`src/rtl/io_seq_pkg.sv`:
```
// Shared types and OB code decode for the slow-output character sequencer.
package io_seq_pkg;

  typedef enum logic [2:0] {
    IDLE,
    REQ,
    WAIT_ACK,
    STROBE,
    WAIT_DEV,
    CLEAR,
    DONE,
    CLEAR_ABORT
  } seq_state_e;

  // OB bit 3 is a don't-care for both control codes.
  localparam logic [4:0] STOP_MASK = 5'b10111;
  localparam logic [4:0] STOP_VAL  = 5'b00100;
  localparam logic [4:0] WAIT_MASK = 5'b10111;
  localparam logic [4:0] WAIT_VAL  = 5'b00111;

  function automatic logic is_stop(input logic [4:0] code);
    return (code & STOP_MASK) == STOP_VAL;
  endfunction

  function automatic logic is_wait(input logic [4:0] code);
    return (code & WAIT_MASK) == WAIT_VAL;
  endfunction

endpackage

```
`src/rtl/io_slow_out_seq_if.sv`:
```
// OB datapath handshake and device adapter signals of the slow-output sequencer.
interface io_slow_out_seq_if;
  logic       char_req;
  logic       char_ack;
  logic [4:0] ob_code;
  logic       ob_clear;
  logic [4:0] dev_code;
  logic       dev_strobe_tw;
  logic       dev_strobe_pn;
  logic       dev_busy;

  modport master (
    output char_req, ob_clear, dev_code, dev_strobe_tw, dev_strobe_pn,
    input  char_ack, ob_code, dev_busy
  );

  modport slave (
    input  char_req, ob_clear, dev_code, dev_strobe_tw, dev_strobe_pn,
    output char_ack, ob_code, dev_busy
  );
endinterface

```
`src/rtl/io_cycle_timer.sv`:
```
// Loadable down-counter shared by the strobe, settle and ack-timeout phases.
// expired is high while the count sits at zero.
module io_cycle_timer #(
  parameter int W = 11
) (
  input  logic         clk,
  input  logic         rst,
  input  logic         load,
  input  logic [W-1:0] value,
  input  logic         en,
  output logic         expired
);

  localparam logic [W-1:0] ONE = W'(1);

  logic [W-1:0] cnt_q;
  logic [W-1:0] cnt_d;

  // Next count: load wins over decrement; hold at zero.
  always_comb begin
    cnt_d = cnt_q;
    if (load) begin
      cnt_d = value;
    end else if (en && (cnt_q != '0)) begin
      cnt_d = cnt_q - ONE;
    end
  end

  // Count register.
  always_ff @(posedge clk) begin
    if (!rst) begin
      cnt_q <= '0;
    end else begin
      cnt_q <= cnt_d;
    end
  end

  assign expired = (cnt_q == '0);

endmodule

```
`src/rtl/io_slow_out_seq.sv`:
```
// Slow-output character sequencer: pulls characters through OB, decodes
// STOP/WAIT, strobes the selected device and waits for it to settle.
module io_slow_out_seq
  import io_seq_pkg::*;
#(
  parameter int STROBE_CYCLES = 4,
  parameter int SETTLE_CYCLES = 2,
  parameter int TIMEOUT       = 1024
) (
  input  logic               CLOCK,
  input  logic               rst,
  input  logic               start,
  input  logic               abort,
  input  logic               dev_sel,
  io_slow_out_seq_if.master  io,
  output logic               ready,
  output logic               word_done,
  output logic               err_timeout,
  output logic [5:0]         char_cnt
);

  localparam int MAX_A   = (TIMEOUT > STROBE_CYCLES) ? TIMEOUT : STROBE_CYCLES;
  localparam int MAX_CYC = (MAX_A > SETTLE_CYCLES) ? MAX_A : SETTLE_CYCLES;
  localparam int TW      = $clog2(MAX_CYC + 1);

  // The timer holds "cycles remaining minus one". The char_req cycle is the
  // first of the TIMEOUT cycles, hence the extra minus one on the ack wait.
  localparam logic [TW-1:0] TMO_LD = TW'(TIMEOUT - 2);
  localparam logic [TW-1:0] STB_LD = TW'(STROBE_CYCLES - 1);
  localparam logic [TW-1:0] SET_LD = TW'(SETTLE_CYCLES - 1);

  seq_state_e state_q, state_d;
  logic       sel_q, sel_d;
  logic [4:0] code_q, code_d;
  logic [5:0] cnt_q, cnt_d;
  logic       err_q, err_d;
  logic       req_q, req_d;
  logic       clr_q, clr_d;
  logic       done_q, done_d;
  logic       rdy_q, rdy_d;
  logic       stw_q, stw_d;
  logic       spn_q, spn_d;

  logic          tmr_load;
  logic          tmr_en;
  logic [TW-1:0] tmr_val;
  logic          tmr_exp;

  io_cycle_timer #(.W(TW)) u_timer (
    .clk     (CLOCK),
    .rst     (rst),
    .load    (tmr_load),
    .value   (tmr_val),
    .en      (tmr_en),
    .expired (tmr_exp)
  );

  // Next-state, latches and timer control; abort overrides every busy state.
  always_comb begin
    state_d  = state_q;
    sel_d    = sel_q;
    code_d   = code_q;
    cnt_d    = cnt_q;
    err_d    = err_q;
    tmr_load = 1'b0;
    tmr_en   = 1'b0;
    tmr_val  = '0;
    if ((state_q != IDLE) && abort) begin
      state_d = CLEAR_ABORT;
    end else begin
      case (state_q)
        IDLE: begin
          if (start && !abort) begin
            state_d = REQ;
            sel_d   = dev_sel;
            cnt_d   = '0;
            err_d   = 1'b0;
          end
        end
        REQ: begin
          tmr_load = 1'b1;
          tmr_val  = TMO_LD;
          state_d  = WAIT_ACK;
        end
        WAIT_ACK: begin
          if (io.char_ack) begin
            code_d = io.ob_code;
            if (is_stop(io.ob_code)) begin
              state_d = DONE;
            end else if (is_wait(io.ob_code)) begin
              state_d = CLEAR;
            end else begin
              state_d  = STROBE;
              tmr_load = 1'b1;
              tmr_val  = STB_LD;
              cnt_d    = cnt_q + 6'd1;
            end
          end else if (tmr_exp) begin
            err_d   = 1'b1;
            state_d = CLEAR_ABORT;
          end else begin
            tmr_en = 1'b1;
          end
        end
        STROBE: begin
          if (tmr_exp) begin
            state_d  = WAIT_DEV;
            tmr_load = 1'b1;
            tmr_val  = SET_LD;
          end else begin
            tmr_en = 1'b1;
          end
        end
        WAIT_DEV: begin
          if (io.dev_busy) begin
            tmr_load = 1'b1;
            tmr_val  = SET_LD;
          end else if (tmr_exp) begin
            state_d = CLEAR;
          end else begin
            tmr_en = 1'b1;
          end
        end
        CLEAR:       state_d = REQ;
        DONE:        state_d = IDLE;
        CLEAR_ABORT: state_d = IDLE;
        default:     state_d = IDLE;
      endcase
    end
  end

  // Outputs are decoded from the next state so they register with it.
  always_comb begin
    req_d  = (state_d == REQ);
    clr_d  = (state_d inside {CLEAR, DONE, CLEAR_ABORT});
    done_d = (state_d == DONE);
    rdy_d  = (state_d == IDLE);
    stw_d  = (state_d == STROBE) && !sel_d;
    spn_d  = (state_d == STROBE) && sel_d;
  end

  // State, latches and registered outputs.
  always_ff @(posedge CLOCK) begin
    if (!rst) begin
      state_q <= IDLE;
      sel_q   <= 1'b0;
      code_q  <= '0;
      cnt_q   <= '0;
      err_q   <= 1'b0;
      req_q   <= 1'b0;
      clr_q   <= 1'b0;
      done_q  <= 1'b0;
      rdy_q   <= 1'b1;
      stw_q   <= 1'b0;
      spn_q   <= 1'b0;
    end else begin
      state_q <= state_d;
      sel_q   <= sel_d;
      code_q  <= code_d;
      cnt_q   <= cnt_d;
      err_q   <= err_d;
      req_q   <= req_d;
      clr_q   <= clr_d;
      done_q  <= done_d;
      rdy_q   <= rdy_d;
      stw_q   <= stw_d;
      spn_q   <= spn_d;
    end
  end

  assign io.char_req      = req_q;
  assign io.ob_clear      = clr_q;
  assign io.dev_code      = code_q;
  assign io.dev_strobe_tw = stw_q;
  assign io.dev_strobe_pn = spn_q;
  assign ready            = rdy_q;
  assign word_done        = done_q;
  assign err_timeout      = err_q;
  assign char_cnt         = cnt_q;

endmodule

```
`src/flat_wrapper.sv`:
```
// flat-port wrapper written by rule: the top's interface ports become plain ports
module io_slow_out_seq_flat import io_seq_pkg::*;
#(
  parameter int STROBE_CYCLES = 4,
  parameter int SETTLE_CYCLES = 2,
  parameter int TIMEOUT       = 1024
)
  (CLOCK, rst, start, abort, dev_sel, ready, word_done, err_timeout, char_cnt, io_char_req, io_ob_clear, io_dev_code, io_dev_strobe_tw, io_dev_strobe_pn, io_char_ack, io_ob_code, io_dev_busy);
  io_slow_out_seq_if io_i ();
  input  logic CLOCK;
  input  logic rst;
  input  logic start;
  input  logic abort;
  input  logic dev_sel;
  output logic ready;
  output logic word_done;
  output logic err_timeout;
  output logic [5:0] char_cnt;
  output wire logic [$bits(io_i.char_req)-1:0] io_char_req;
  output wire logic [$bits(io_i.ob_clear)-1:0] io_ob_clear;
  output wire logic [$bits(io_i.dev_code)-1:0] io_dev_code;
  output wire logic [$bits(io_i.dev_strobe_tw)-1:0] io_dev_strobe_tw;
  output wire logic [$bits(io_i.dev_strobe_pn)-1:0] io_dev_strobe_pn;
  input wire logic [$bits(io_i.char_ack)-1:0] io_char_ack;
  input wire logic [$bits(io_i.ob_code)-1:0] io_ob_code;
  input wire logic [$bits(io_i.dev_busy)-1:0] io_dev_busy;
  assign io_char_req = io_i.char_req;
  assign io_ob_clear = io_i.ob_clear;
  assign io_dev_code = io_i.dev_code;
  assign io_dev_strobe_tw = io_i.dev_strobe_tw;
  assign io_dev_strobe_pn = io_i.dev_strobe_pn;
  assign io_i.char_ack = io_char_ack;
  assign io_i.ob_code = io_ob_code;
  assign io_i.dev_busy = io_dev_busy;
  io_slow_out_seq #(.STROBE_CYCLES(STROBE_CYCLES), .SETTLE_CYCLES(SETTLE_CYCLES), .TIMEOUT(TIMEOUT)) u_core (.CLOCK(CLOCK), .rst(rst), .start(start), .abort(abort), .dev_sel(dev_sel), .io(io_i), .ready(ready), .word_done(word_done), .err_timeout(err_timeout), .char_cnt(char_cnt));
endmodule
```
`config.mk`:
```
export PLATFORM = sky130hd
export DESIGN_NAME = io_slow_out_seq_flat
export DESIGN_NICKNAME = d
export VERILOG_FILES = /design/src/rtl/io_seq_pkg.sv /design/src/rtl/io_slow_out_seq_if.sv /design/src/rtl/io_cycle_timer.sv /design/src/rtl/io_slow_out_seq.sv /design/src/flat_wrapper.sv
export SDC_FILE = /design/constraint.sdc
export NUM_CORES = 1
export LEC_CHECK = 0
export ABC_CLOCK_PERIOD_IN_PS = 2350
export BUFFER_PORTS_ARGS = -buffer_cell sky130_fd_sc_hd__buf_2
export CAP_MARGIN = 20
export CORE_UTILIZATION = 53
export CTS_CLUSTER_SIZE = 40
export DETAILED_ROUTE_END_ITERATION = 10
export PLACE_DENSITY = 0.83
export SLEW_MARGIN = 20
export SYNTH_ARGS = -nofsm -noshare
export SYNTH_HDL_FRONTEND = slang
export SYNTH_SLANG_ARGS = --single-unit
```
`constraint.sdc`:
```
create_clock -name CLOCK -period 2.35 [get_ports CLOCK]
set_input_delay 0.235 -clock CLOCK [delete_from_list [all_inputs] [get_ports CLOCK]]
set_output_delay 0.235 -clock CLOCK [all_outputs]
set_load 0.01 [all_outputs]
```
After elaboration in Yosys (flattened, before gate mapping)
Index checks and enable logic that the tools add are counted.

Flip-flop bits (word level): 33. Input port bits: 12.

Muxes and demuxes: 43. Bitwise operators: 1. $add $sub $neg: 2. Reductions and logical operators: 19. Equality and inequality tests: 20.

Operators by type and width (number): $mux 11 (5); $pmux 11 s4 (1); $mux 3 (9); $mux 6 (4); $eq 3x3->1 const B (7); $pmux 3 s7 (1); $mux 1 (18); $pmux 6 s2 (1); $logic_not 11->1 (1); $reduce_bool 11->1 (1); $sub 11x1->11 const B (1); $eq 3x2->1 const B (3); $eq 4x3->1 const B (2); $ne 2x2->1 const B (4); $add 6x1->6 const B (1); $eq 3x1->1 const B (2); $logic_not 3->1 (2); $reduce_and 6->1 (1); $reduce_bool 3->1 (2); $logic_and 1x1->1 (5); $reduce_and 5->1 (1); $ne 2x1->1 const B (2); $pmux 1 s4 (1); $reduce_bool 2->1 (2); other kinds (7) (8).

Logic depth before layout (Yosys ltp)
Depth in word-level cells: 8. Mapped depth: 8.

Cells and area by module
Synthesis repeated with hierarchy kept, for this count alone.

Cell total of the unflattened synthesis: 207. Area, all modules: 1766.7 um2.

Modules (own cells, without submodules): io_slow_out_seq (cells an instance 132, instances 1, area each 1153.6 um2); io_cycle_timer (cells an instance 75, instances 1, area each 613.1 um2).

Worst setup path before layout
No wires, ideal clock.

Path type: register -> register. From: register u_core.u_timer.cnt_q[0]. To: register u_core.clr_q (netlist: u_core.io.ob_clear). Stages on the path, launching flop included: 8. Library setup time: 0.134 ns. Arrival time: 1.862 ns. Path slack: 0.355 ns. Required time: 2.216 ns. Path buffers: 0. Cells stage by stage: dfxtp_1 -> inv_1 -> ha_1 -> nor3b_1 -> a31o_2 -> or3b_2 -> nand2_1 -> a21oi_1.

Cells in the longest elaborated chain, start to end: 7.

Ends and longest elaborated chain: from (decl) (line io_cycle_timer.sv:16) `logic [W-1:0] cnt_q;`; from (signal assigned) (line io_cycle_timer.sv:34) `cnt_q <= cnt_d;`; $logic_not 11->1 * (line io_cycle_timer.sv:38) `assign expired = (cnt_q == '0);`; $mux 3, on equally long branches (line io_slow_out_seq.sv:118, io_slow_out_seq.sv:98); $mux 3, on equally long branches (line io_slow_out_seq.sv:115, io_slow_out_seq.sv:86); $pmux 3 s7 * (line io_slow_out_seq.sv:71) `case (state_q)`; $mux 3 * (line io_slow_out_seq.sv:68) `if ((state_q != IDLE) && abort) begin`; $eq 3x3->1 (line io_slow_out_seq.sv:135) `clr_d = (state_d inside {CLEAR, DONE, CLEAR_ABORT});`; $reduce_bool 3->1 * (line io_slow_out_seq.sv:135); to (signal assigned) (line io_slow_out_seq.sv:163) `clr_q <= clr_d;`; to (decl) (line io_slow_out_seq.sv:38) `logic clr_q, clr_d;`.

Every way passes the cells marked *; elsewhere a longest branch is shown, timed or not. A chain may end at the register's enable or synchronous reset.

Final worst setup path
From: register u_core.u_timer.cnt_q[0]. To: register u_core.u_timer.cnt_q[2].

Cells in the longest elaborated chain, start to end: 7.

Ends and longest elaborated chain: $logic_not 11->1 (line io_cycle_timer.sv:38); $mux 1 (line io_slow_out_seq.sv:98, io_slow_out_seq.sv:106, io_slow_out_seq.sv:118); $mux 1, on equally long branches (line io_slow_out_seq.sv:115, io_slow_out_seq.sv:86); $pmux 1 s3 (line io_slow_out_seq.sv:71); $mux 1 (line io_slow_out_seq.sv:68); $logic_and 1x1->1 (line io_cycle_timer.sv:24) `end else if (en && (cnt_q != '0)) begin`; $reduce_bool 2->1 (no line).

Parallel ways exist; a longest one is shown, timed or not. The select of a mux whose other input is x is not followed.

==> out/qor.csv <==
stage;metric;value;unit
outcome;outcome;completed;
pwr;p_leak;0.8912;nW
final_layout;nets;267;
routing;routed-via-count;1763;
routing;wl_per_cell;13.74;um
worst_hold_path;holdCritPathClass;primary input to flip-flop;
setup_path;worstPathRequired;2570;ps
die;die_w;60.87;um
die;die_h;60.87;um
clock_tree;clk_pin_slew;100;ps
setup_path;worst_path_largest_cell_delay;500;ps
final_layout;fin_util;0.6509;
setup_path;cp_common_cell;buf_4;
clock_tree;numCtsBuffers;5;
final_layout;fin_area;0.002172;mm2
global_route;gr-usage-all-layers;0.2451;
clock_tree;h-tree-depth;2;
synthesis;synth.distinct_cells;52;
flow_run;drv_cap;0;
final_layout;syn2layout_area_growth;18.26;%
pwr;ir_drop;0.6097;mV
place;dp_slack;200.3;ps
synthesis;yosysSeqAreaShare;0.3597;
die;fp-row-count;21;
place;dp_hpwl;3.145;mm
synthesis;synthArstFlopShare;0;
synthesis;synthesis.nets;232;
place;placedInstanceArea;0.002046;mm2
final_layout;drive_gt1_frac;0.2559;
place;placed_cells_incl_taps;291;
clock_tree;clk_latency;340;ps
die;dieArea;0.003705;mm2
setup_path;cp-end-kind;flip-flop;
synthesis;ys_ff_latch;33;
setup_path;path_max_fanout;8;
routing;drt-initial-drc-count;94;
global_route;gr-total-overflow;0;
setup_path;critPathArrivalTime;2440;ps
timing;drv_slew;0;
pwr;finalPower;3.044;mW
synthesis;postSynthAreaPerCell;8.426;um2
setup_path;crit_path_top_delay_cell;or3b_2;
synthesis;ys_warn_count;0;
timing;fin_ws;123.9;ps
synthesis;synth-main-ff-cell;dfxtp_1;
global_route;grt_first_pass_wirelength;6.706;mm
routing;route.detailed.drc;0;
die;io_pins;30;
timing;hold_viol;0;
die;core;0.003337;mm2
timing;tightest_slew;521.9;ps
routing;drt_wl_total;4.121;mm
clock_tree;cts_max_path_buffers;2;
timing;finalCritPeriodShare;0.9473;
global_route;first_global_vias;1506;
global_route;antenna_found_initial;0;
place;gp_congestion;0.8689;
timing;timing.setup.tns;0;ps
die;initial_utilization;0.5504;
timing;fin_hold_ws;128.8;ps
final_layout;n_fill_cell;308;
place;portBuffers;29;
global_route;grt_max_degree;18;
final_layout;antennaDiodeCount;0;
timing;rsz0062_at_grt;false;
pwr;p_per_area;1401;mW/mm2
timing;period_needed;2226;ps
synthesis;syn-instance-count;218;
routing;via_per_inst;5.877;
setup_path;crit_chain;inv_1, ha_1, or3b_2, nor4_4, buf_4, o31ai_1, buf_4, nor3_1, nor4b_2;
clock_tree;cts_tree;done;
setup_path;worstSetupPathType;flip-flop to flip-flop;
timing;timing.slew.headroom;0.6508;
clock_tree;cts.sinks;33;
synthesis;synth-edff-count;0;
synthesis;post_synth_instance_area;0.001837;mm2
timing;max_freq;449.2;MHz
routing;ant_nets;0;
final_layout;stdcell_count;300;
clock_tree;cts-root-buf;clkbuf_4;
timing;setup_viol;0;
routing;drtPass1Iterations;4;
setup_path;start_kind;flip-flop;
timing;skew;9.216;ps
==> registers in the layout, indices dropped and copies added, names as in the netlist <==
signal / count
u_core.io.char_req: 1
u_core.err_timeout: 1
u_core.char_cnt: 6
u_core.sel_q: 1
u_core.io.ob_clear: 1
u_core.u_timer.cnt_q: 11
u_core.io.dev_code: 5
u_core.state_q: 3
u_core.ready: 1
u_core.io.dev_strobe_tw: 1
u_core.word_done: 1
u_core.io.dev_strobe_pn: 1
==> cells in the mapped netlist (2+ instances only) <==
cell      count  area share
dfxtp_1      33        0.36
nor2_1       23       0.047
nor3_1       20       0.054
inv_1        11       0.022
nand2_1      10       0.020
a21oi_1       9       0.025
mux2i_1       9       0.049
nand3_1       7       0.019
nor4_1        6       0.020
a211oi_1      5       0.020
clkbuf_1      5       0.010
nand4_1       5       0.017
nor3b_1       5       0.020
o21ai_0       5       0.014
xnor2_1       5       0.024
a31o_2        4       0.019
nand2b_1      4       0.014
nor4b_1       4       0.019
and3_1        3       0.010
and3_2        3       0.012
o21bai_1      3       0.012
or3_1         3       0.010
and4_1        2      0.0095
buf_4         2      0.0082
ha_1          2       0.014
nand3b_1      2      0.0082
o211ai_1      2      0.0082
or3b_2        2      0.0095
==> power by group <==
part	total, mW	switching (mW)	internal (mW)	leakage [nW]
combinational	1.60	0.899	0.703	0.567
sequential	0.915	0.198	0.717	0.269
clock	0.527	0.198	0.329	0.0552
total	3.04	1.30	1.75	0.891
==> final timing paths <==
kind / startpoint / end / slack, ps / depth (start not counted)
setup / recovery: u_core.u_timer.cnt_q[0] / u_core.u_timer.cnt_q[2] / 120 / 9
hold / removal: io_ob_code[3] / u_core.io.dev_code[3] / 130 / 3
setup reg to reg: u_core.u_timer.cnt_q[0] / u_core.u_timer.cnt_q[2] / 120 / 9
hold reg to reg: u_core.err_timeout / u_core.err_timeout / 490 / 2
==> critical path: cells and delay by family (launching register included) <==
kind,cells,cell delay [ps]
buffers and inverters,3,440
adder cells (fa/ha/maj),1,190
AO/OA/AOI/OAI,1,80
flip-flops,1,340
AND/OR/NAND/NOR,4,1060
==> timing repair <==
| action | CTS | global route |
|---|---|---|
| gates resized for setup | 0 | 3 |
| setup endpoints to repair | 0 | 3 |
| setup buffers | 0 | 1 |
| hold buffers | 0 | 0 |
==> layout make-up <==
class                           instances  area [um2]  share of cell area
Multi-Input combinational cell        166        1112              0.5121
Timing Repair Buffer                   36       197.7             0.09101
Clock buffer                            5       37.54             0.01728
Sequential cell                        33       660.6              0.3041
Inverter                               11       41.29             0.01901
Tap cell                               46       57.56             0.02650
Clock inverter                          3       65.06             0.02995
==> cell usage in the layout, fill, tap and decap left out, drive strengths merged, types with 4 or more instances in the layout <==
cell type	n
a211oi	5
a21oi	9
a31o	4
and3	6
buf	36
clkbuf	5
dfxtp	33
inv	11
mux2i	9
nand2	10
nand2b	4
nand3	7
nand4	5
nor2	23
nor3	21
nor3b	5
nor4	7
nor4b	5
o21ai	5
xnor2	5
==> kinds of logic after synthesis <==
group                      after synthesis  synth area share
buffers and inverters                   19           0.04359
adders and majority gates                2           0.01362
AOI/OAI and AO/OA                       37            0.1417
and+or+nand+nor                        111            0.3576
xor gates and xnor gates                 6           0.02861
DFF                                     33            0.3597
muxes                                   10           0.05518
==> metal layers <==
metal | share of wire | track usage | vias to the layer above | wire length, um
met5 | 0 | 0 | - | 0
met4 | 0.017 | 0.1071 | 0 | 72
met3 | 0.057 | 0.05757 | 8 | 233
met2 | 0.48 | 0.3862 | 62 | 1982
met1 | 0.44 | 0.3203 | 809 | 1833
li1 | - | - | 884 | -
No activity file was read; power rests on OpenSTA's default activity.
